--- src/rtl/uart_tx_feeder.sv ---
// uart_tx_feeder: FIFO-buffered word pacer feeding a UART transmitter, one frame plus gap per word.
// Ports: txclk/reset (sync, active-high); wr_valid/wr_ready/wr_data host write side;
// tx_data/tx_enable/tx_load registered transmitter side; busy/empty/full status; overflow pulse on refused write.
// Optional macro UART_TX_FEEDER_LEVEL_EN adds output level, the registered FIFO count.
module uart_tx_feeder #(
  parameter int DATA_W = 9,
  parameter int DEPTH = 16,
  parameter int ADDR_W = 4,
  parameter int FRAME_CYCLES = 12,
  parameter int GAP_CYCLES = 1
) (
  input  logic txclk,
  input  logic reset,
  input  logic wr_valid,
  output logic wr_ready,
  input  logic [DATA_W-1:0] wr_data,
  output logic [DATA_W-1:0] tx_data,
  output logic tx_enable,
  output logic tx_load,
  output logic busy,
  output logic empty,
  output logic full,
  output logic overflow
`ifdef UART_TX_FEEDER_LEVEL_EN
  ,
  output logic [ADDR_W:0] level
`endif
);
  localparam int FW = FRAME_CYCLES > 1 ? $clog2(FRAME_CYCLES) : 1;
  localparam int GW = GAP_CYCLES > 1 ? $clog2(GAP_CYCLES) : 1;
  typedef enum logic [1:0] {IDLE, SEND, GAP} state_t;
  state_t state_q;
  logic [DATA_W-1:0] mem_q [DEPTH];
  logic [ADDR_W-1:0] wr_ptr_q, rd_ptr_q;
  logic [ADDR_W:0] count_q, count_d;
  logic [FW-1:0] frame_cnt_q;
  logic [GW-1:0] gap_cnt_q;
  logic [DATA_W-1:0] tx_data_q;
  logic tx_enable_q, tx_load_q, overflow_q, push, pop;
  assign full = count_q == (ADDR_W+1)'(DEPTH);
  assign empty = count_q == '0;
  assign busy = state_q != IDLE;
  assign wr_ready = !full && !reset;
  assign push = wr_valid && wr_ready;
  // count_q is registered, so a word written this edge is only poppable from the next one
  assign pop = state_q == IDLE && !empty;
  assign tx_data = tx_data_q;
  assign tx_enable = tx_enable_q;
  assign tx_load = tx_load_q;
  assign overflow = overflow_q;
`ifdef UART_TX_FEEDER_LEVEL_EN
  assign level = count_q;
`endif
  always_comb count_d = push && !pop ? count_q + 1'b1 : !push && pop ? count_q - 1'b1 : count_q;
  always_ff @(posedge txclk) if (push) mem_q[wr_ptr_q] <= wr_data;
  always_ff @(posedge txclk)
    if (reset) begin
      wr_ptr_q <= '0;
      rd_ptr_q <= '0;
      count_q <= '0;
      overflow_q <= 1'b0;
    end else begin
      wr_ptr_q <= push ? wr_ptr_q + 1'b1 : wr_ptr_q;
      rd_ptr_q <= pop ? rd_ptr_q + 1'b1 : rd_ptr_q;
      count_q <= count_d;
      overflow_q <= wr_valid && !wr_ready;
    end
  always_ff @(posedge txclk)
    if (reset) begin
      state_q <= IDLE;
      tx_data_q <= '0;
      tx_enable_q <= 1'b0;
      tx_load_q <= 1'b0;
      frame_cnt_q <= '0;
      gap_cnt_q <= '0;
    end else
      case (state_q)
        IDLE: if (pop) begin
          tx_data_q <= mem_q[rd_ptr_q];
          tx_enable_q <= 1'b1;
          tx_load_q <= 1'b1;
          frame_cnt_q <= FW'(FRAME_CYCLES - 1);
          state_q <= SEND;
        end
        SEND: begin
          tx_load_q <= 1'b0;
          if (frame_cnt_q == '0) begin
            tx_enable_q <= 1'b0;
            gap_cnt_q <= GW'(GAP_CYCLES > 0 ? GAP_CYCLES - 1 : 0);
            state_q <= GAP_CYCLES == 0 ? IDLE : GAP;
          end else frame_cnt_q <= frame_cnt_q - 1'b1;
        end
        GAP: if (gap_cnt_q == '0) state_q <= IDLE;
          else gap_cnt_q <= gap_cnt_q - 1'b1;
        default: state_q <= IDLE;
      endcase
endmodule

--- config.mk ---
export PLATFORM = sky130hd
export DESIGN_NAME = uart_tx_feeder
export DESIGN_NICKNAME = d
export VERILOG_FILES = /design/src/rtl/uart_tx_feeder.sv
export SDC_FILE = /design/constraint.sdc
export NUM_CORES = 1
export LEC_CHECK = 0
export ABC_CLOCK_PERIOD_IN_PS = 3780
export BUFFER_PORTS_ARGS = -buffer_cell sky130_fd_sc_hd__buf_2
export CAP_MARGIN = 10
export CORE_ASPECT_RATIO = 0.75
export CORE_MARGIN = 3
export CORE_UTILIZATION = 50
export CTS_CLUSTER_DIAMETER = 200
export DETAILED_ROUTE_END_ITERATION = 8
export PLACE_DENSITY = 0.7
export RECOVER_POWER = 25
export SETUP_SLACK_MARGIN = 0.1
export SLEW_MARGIN = 20
export SYNTH_ARGS = -nofsm -noshare
export SYNTH_HDL_FRONTEND = slang
export SYNTH_SLANG_ARGS = --single-unit
--- constraint.sdc ---
create_clock -name txclk -period 3.78 [get_ports txclk]
set_clock_uncertainty 0.15 [all_clocks]
set_input_delay 0.189 -clock txclk [delete_from_list [all_inputs] [get_ports txclk]]
set_output_delay 0.189 -clock txclk [all_outputs]
set_load 0.1 [all_outputs]
==> results.ini, run 1 <==
[run_status]
status = finished clean

[worst_setup_path]
criticalPathCategory = reg -> reg
crit_path_frequent_cell = ha_1
critPathLaunchType = register
arrival_ns = 3.40
slowest_delay_ns = 0.50
worstPathCellList = or2_4, a21oi_4, inv_4, ha_1, inv_1, ha_1, a21o_1, a21oi_1, mux2i_1, mux2_2
critPathCaptureType = register
r2r_start = state_q[1]$_SDFFE_PP0P_
cp_slowest_cell = a21oi_4
reg2reg_slack_ns = 0.54
rr_worst_depth = 10
reg2reg_to = count_q[4]$_SDFFE_PP0P_
required_ns = 3.93
path_max_fanout = 19

[routing]
via_per_inst = 5.60
vias = 3726
first_pass_iters = 4
wire_per_inst_um = 21.0
drt_iter0_drc = 321
drt-total-wl_um = 13900
drc = 0
final_antenna_net_count = 0

[sta]
period_needed_ns = 3.24
hold_viol = 0
period_share_pct = 85.8
setup_viol = 0
slew_violations = 0
relSlewSlack_pct = 41.5
fin_tns_setup_ns = 0
fmax_ghz = 0.308
final.setup.worst_slack_ns = 0.536
rsz0062_at_grt = no
tightest_slew_ns = 0.876

[place]
place_area_sq_um = 7440
dp_hpwl_um = 8710
detailedPlace.worstSlack_ns = 0.569
port_buffers = 27
gp_congestion = 0.751

[cells_and_area]
n_antenna_cell = 0
nNetsFinal = 502
postLayoutCellArea_sq_um = 8030
area.growth.synth_to_final_pct = 12.5
layout-drive-gt1-share_pct = 22.9

[global_routing]
grt_pass1_wl_um = 21300
first_global_vias = 3757
grt_overflow_total = 0
grt_antenna_before_repair = 0
grt_max_degree = 34
globalRouteTotalUtil_pct = 18.8

[worst_hold_path]
hold_start = wr_data[8]
min_path_cells = 1
worstHoldEndpoint = mem_q[1][8]$_DFFE_PP_
hp-class = in -> reg

[floorplanning]
die_area_sq_um = 15800
core_area_sq_um = 13800
ios = 28
start_util_pct = 51.6
num_rows = 37
die_w_um = 144
die_h_um = 109

[synthesis]
yosys_warnings = 0
synth_cells = 433
synthesis.area_sq_um = 7140
synth_cell_types = 44
synth_edf_count = 144
synthArstFlopShare_pct = 0
seq_area_frac_synth_pct = 69.3
syn_area_per_cell_sq_um = 16.5
synth_seq_cells = 175
syn_nets = 457
synthFlopType = edfxtp_1

[clocking]
root_buffer = clkbuf_16
cts_resized = 0
insertion_delay_ns = 0.42
htreeDepth = 4
path_clk_slew_ns = 0.07
cts_hold_buf = 3
cts_setup_buffers = 0
cts_sinks = 175
numCtsBuffers = 17
cts_buffer_depth = 2
cts_tree = built

[power]
ir_drop_v = 0.000349
p_leak_nw = 2.65
p_per_area_nw_per_um2 = 710

[run]
cap_violations = 0

[worst max path at each step]
stage | start | endpoint | slack, ns
after floorplan | state_q[1]$_SDFFE_PP0P_ | count_q[4]$_SDFFE_PP0P_ | 0.89
after global placement | state_q[1]$_SDFFE_PP0P_ | count_q[4]$_SDFFE_PP0P_ | 0.69
after detailed placement | state_q[1]$_SDFFE_PP0P_ | count_q[4]$_SDFFE_PP0P_ | 0.57
after CTS | state_q[1]$_SDFFE_PP0P_ | count_q[4]$_SDFFE_PP0P_ | 0.55
after global routing | count_q[0]$_SDFFE_PP0P_ | count_q[4]$_SDFFE_PP0P_ | 0.42
final | state_q[1]$_SDFFE_PP0P_ | count_q[4]$_SDFFE_PP0P_ | 0.54
[registers in the layout (all words and copies together) (netlist names)]
name / cells
count_q: 5
frame_cnt_q: 4
mem_q: 144
overflow: 1
rd_ptr_q: 4
state_q: 2
tx_data: 9
tx_enable: 1
tx_load: 1
wr_ptr_q: 4
[routing by layer]
metal / share of wire [%] / GRT usage (%)
met3: 6.2 / 5.35
met2: 46 / 29.0
met1: 46 / 26.2
met4: 1.4 / 5.58
met5: 0 / 0
[stage by stage]
| stage | instances | util, % | hold WS (ns) | power (mW) |
|---|---|---|---|---|
| 2_1_floorplan | 433 | - | 0.138 | 3.82 |
| 3_3_place_gp | 631 | 53.7 | 0.301 | 4.01 |
| 3_5_place_dp | 631 | 53.7 | 0.321 | 4.06 |
| 4_1_cts | 665 | 58.1 | 0.00455 | 5.74 |
| 5_1_grt | 665 | 58.0 | 0.0361 | 5.95 |
| 6_report | 665 | 58.0 | 0.0464 | 5.70 |
[Yosys cell counts, types with 5 or more instances]
library cell,number,area [sq um]
clkbuf_1,7,26.3
a22oi_1,9,67.6
ha_1,11,138
a211oi_2,9,113
edfxtp_1,144,4320
nand2_1,11,41.3
mux2i_1,39,390
dfxtp_1,31,621
clkbuf_8,5,68.8
mux4_2,14,315
nor3_2,8,80.1
nor3_1,10,50.1
o22ai_1,18,113
xor2_1,8,70.1
a21oi_1,6,30.0
nor2_1,47,176
inv_1,10,37.5
[layout make-up]
cell class	count	area, sq um
clock buffers	18	429
fillers	1035	5810
flip-flops and latches	175	4950
multi-input cells	223	1950
repair buffers	50	308
clock inverters	13	140
well taps	175	219
inverters	11	43.8
[cells in the final DEF (no fill, tap or decap), types with 3 or more instances in the layout]
master	instances
a22oi_1	9
buf_4	20
ha_1	11
nand2_1	11
clkbuf_16	17
dlygate4sd3_1	3
clkinv_4	4
edfxtp_1	144
mux4_2	14
clkbuf_1	7
inv_1	10
a21oi_1	6
nor3_1	10
nand2b_1	3
nor2b_1	4
dfxtp_1	30
mux4_1	4
xnor2_1	3
a211oi_2	9
nor2_1	47
buf_2	21
mux2i_1	39
o22ai_1	18
nor3_2	8
xor2_1	8
[worst max-delay path: cells and delay by family, from the launching register on]
kind,cells,cell delay (ns)
flip-flops,1,0.32
multiplexers,2,0.59
AND/OR/NAND/NOR,1,0.26
buffers and inverters,2,0.35
AO/OA/AOI/OAI,3,0.88
adder cells (fa/ha/maj),2,0.58
[where the power goes]
group / leakage [nW] / internal [mW] / switching (mW)
clock network: 0.272 / 0.971 / 0.707
registers: 1.55 / 2.21 / 0.110
logic: 0.824 / 0.540 / 1.16
total: 2.65 / 3.72 / 1.98
[kinds of logic after synthesis]
logic type      count (synthesis)  share of synthesized area, %
flops                         175                          69.3
mux                            58                          11.5
fa+ha+maj                      12                          2.21
simple gates                   93                          6.77
xor+xnor                       11                          1.35
buf+inv                        35                          3.45
compound gates                 49                          5.42
Power figures use the tool's default switching activity.
==> run 2: changes to the inputs <==
- ABC_CLOCK_PERIOD_IN_PS: 3780 -> 3700
- SLEW_MARGIN: 20 -> default
- clock period: 3.78 -> 3.7 ns (I/O delays scaled with it)
==> results.ini, run 2 (synthesized netlist as in run 1, its figures left out) <==
[cells_and_area]
final_common_cell = edfxtp_1
nNetsFinal = 503
layout-drive-gt1-share_pct = 23.0
multi_input_area_sq_um = 1950
largest-register = mem_q
final_util_pct = 58.3
largest_reg_flops = 144
area.growth.synth_to_final_pct = 13.0
nFillCells = 1040
ff_latch_area_sq_um = 4950
layout_common_cells = edfxtp_1 (144), nor2_1 (47), mux2i_1 (39), dfxtp_1 (30), buf_2 (21)
n_antenna_cell = 0
final_cells = 667
postLayoutCellArea_sq_um = 8070

[sta]
slew_violations = 0
hold_viol = 0
setup_viol = 0
final.setup.worst_slack_ns = 0.464
period_needed_ns = 3.24
tightest_slew_ns = 0.927
relSlewSlack_pct = 38.2
holdWs_ns = 0.134
period_share_pct = 87.5
fin_tns_setup_ns = 0
fmax_ghz = 0.309
rsz0062_at_grt = no

[worst_hold_path]
min_path_cells = 3
hp-class = in -> reg

[floorplanning]
ios = 28
start_util_pct = 51.6
die_h_um = 109
die_area_sq_um = 15800
core_area_sq_um = 13800
die_w_um = 144
num_rows = 37

[worst_setup_path]
cpLargestDelayFamily = compound AO/OA/AOI/OAI gates
worstSetupPathDepth = 10
crit_path_frequent_cell = ha_1
critPathCaptureType = register
slowest_delay_ns = 0.51
path_max_fanout = 19
rr_worst_depth = 10
required_ns = 3.86
critPathLaunchType = register
arrival_ns = 3.39
criticalPathCategory = reg -> reg
worstPathCellList = or2_4, a21oi_4, inv_4, ha_1, inv_1, ha_1, a21o_1, a21oi_1, mux2i_1, mux2_2
cp_slowest_cell = a21oi_4
critPathBufInv = 2

[clocking]
cts_buffer_depth = 2
cts_setup_buffers = 0
cts_sinks = 175
path_clk_slew_ns = 0.07
insertion_delay_ns = 0.42
numCtsBuffers = 17
cts_resized = 0
root_buffer = clkbuf_16
htreeDepth = 4
cts_tree = built

[routing]
vias = 3762
drt-total-wl_um = 14300
final_antenna_net_count = 0
drt_iter0_drc = 295
wire_per_inst_um = 21.5
first_pass_iters = 4
via_per_inst = 5.64
drc = 0

[power]
p_clk_share_pct = 29.6
switching_share_pct = 35.1
p_per_area_nw_per_um2 = 725
ir_drop_v = 0.000352
finalPower_mw = 5.85
switchingPower_mw = 2.06
seq_power_share_pct = 40.5
intPower_mw = 3.80
comb_power_share_pct = 29.8
p_leak_nw = 2.67

[run_status]
status = finished clean

[global_routing]
grt_pass1_wl_um = 22400
grt_overflow_total = 0
grt_max_degree = 33
globalRouteTotalUtil_pct = 19.7
first_global_vias = 3801
grt_antenna_before_repair = 0

[place]
port_buffers = 27
detailedPlace.worstSlack_ns = 0.503
gp_congestion = 0.778
place_area_sq_um = 7440
placed_cells = 630
dp_hpwl_um = 8860

[run]
cap_violations = 0

==> run 2: cell types whose count changed in the layout (fill, tap and decap cells not counted), sizes merged <==
| cell | before | now |
|---|---|---|
| buf | 41 | 40 |
| inv | 13 | 15 |
| clkbuf | 24 | 28 |
| dlygate4sd3 | 3 | 5 |
| bufinv | 2 | 0 |
| clkinvlp | 2 | 1 |
| clkinv | 7 | 5 |
==> run 2: worst register-to-register path, cell delays in order (launching register included) <==
cell	delay (ns)
dfxtp_1	0.33
or2_4	0.27
a21oi_4	0.51
inv_4	0.21
ha_1	0.29
inv_1	0.13
ha_1	0.28
a21o_1	0.19
a21oi_1	0.18
mux2i_1	0.23
mux2_2	0.34
==> run 2: routing by layer <==
layer / wire [um] / vias to the layer above / track usage, %
li1: - / 1748 / -
met1: 6550 / 1914 / 28.3
met2: 6690 / 86 / 29.1
met3: 934 / 14 / 5.13
met4: 142 / 0 / 7.06
met5: 0 / - / 0
==> run 2: power by group through the flow <==
stage	clock (mW)	combinational, mW	sequential [mW]
finish	1.73	1.75	2.37
floorplan	0	1.20	2.70
CTS	1.77	1.76	2.37
global placement	0	1.70	2.40
global route	1.84	1.88	2.38
detailed placement	0	1.74	2.41
==> run 2: path summary, 6_finish.rpt <==
check             slack [ns]                 endpoint               startpoint
setup / recovery        0.46  count_q[4]$_SDFFE_PP0P_  state_q[1]$_SDFFE_PP0P_
hold / removal          0.13   tx_enable$_SDFFE_PP0P_                    reset
setup reg to reg        0.46  count_q[4]$_SDFFE_PP0P_  state_q[1]$_SDFFE_PP0P_
hold reg to reg         0.34   tx_enable$_SDFFE_PP0P_   tx_enable$_SDFFE_PP0P_
==> run 2: what timing repair did <==
action	CTS	global route
hold buffers	5	0
setup endpoints to repair	0	0
endpoints found under the hold margin	22	0
==> run 2: cell type report <==
class                   count  area share [%]
repair buffers             51            4.13
flip-flops and latches    175            61.3
clock buffers              22            6.30
well taps                 175            2.71
inverters                  11           0.543
multi-input cells         223            24.1
clock inverters            10           0.900
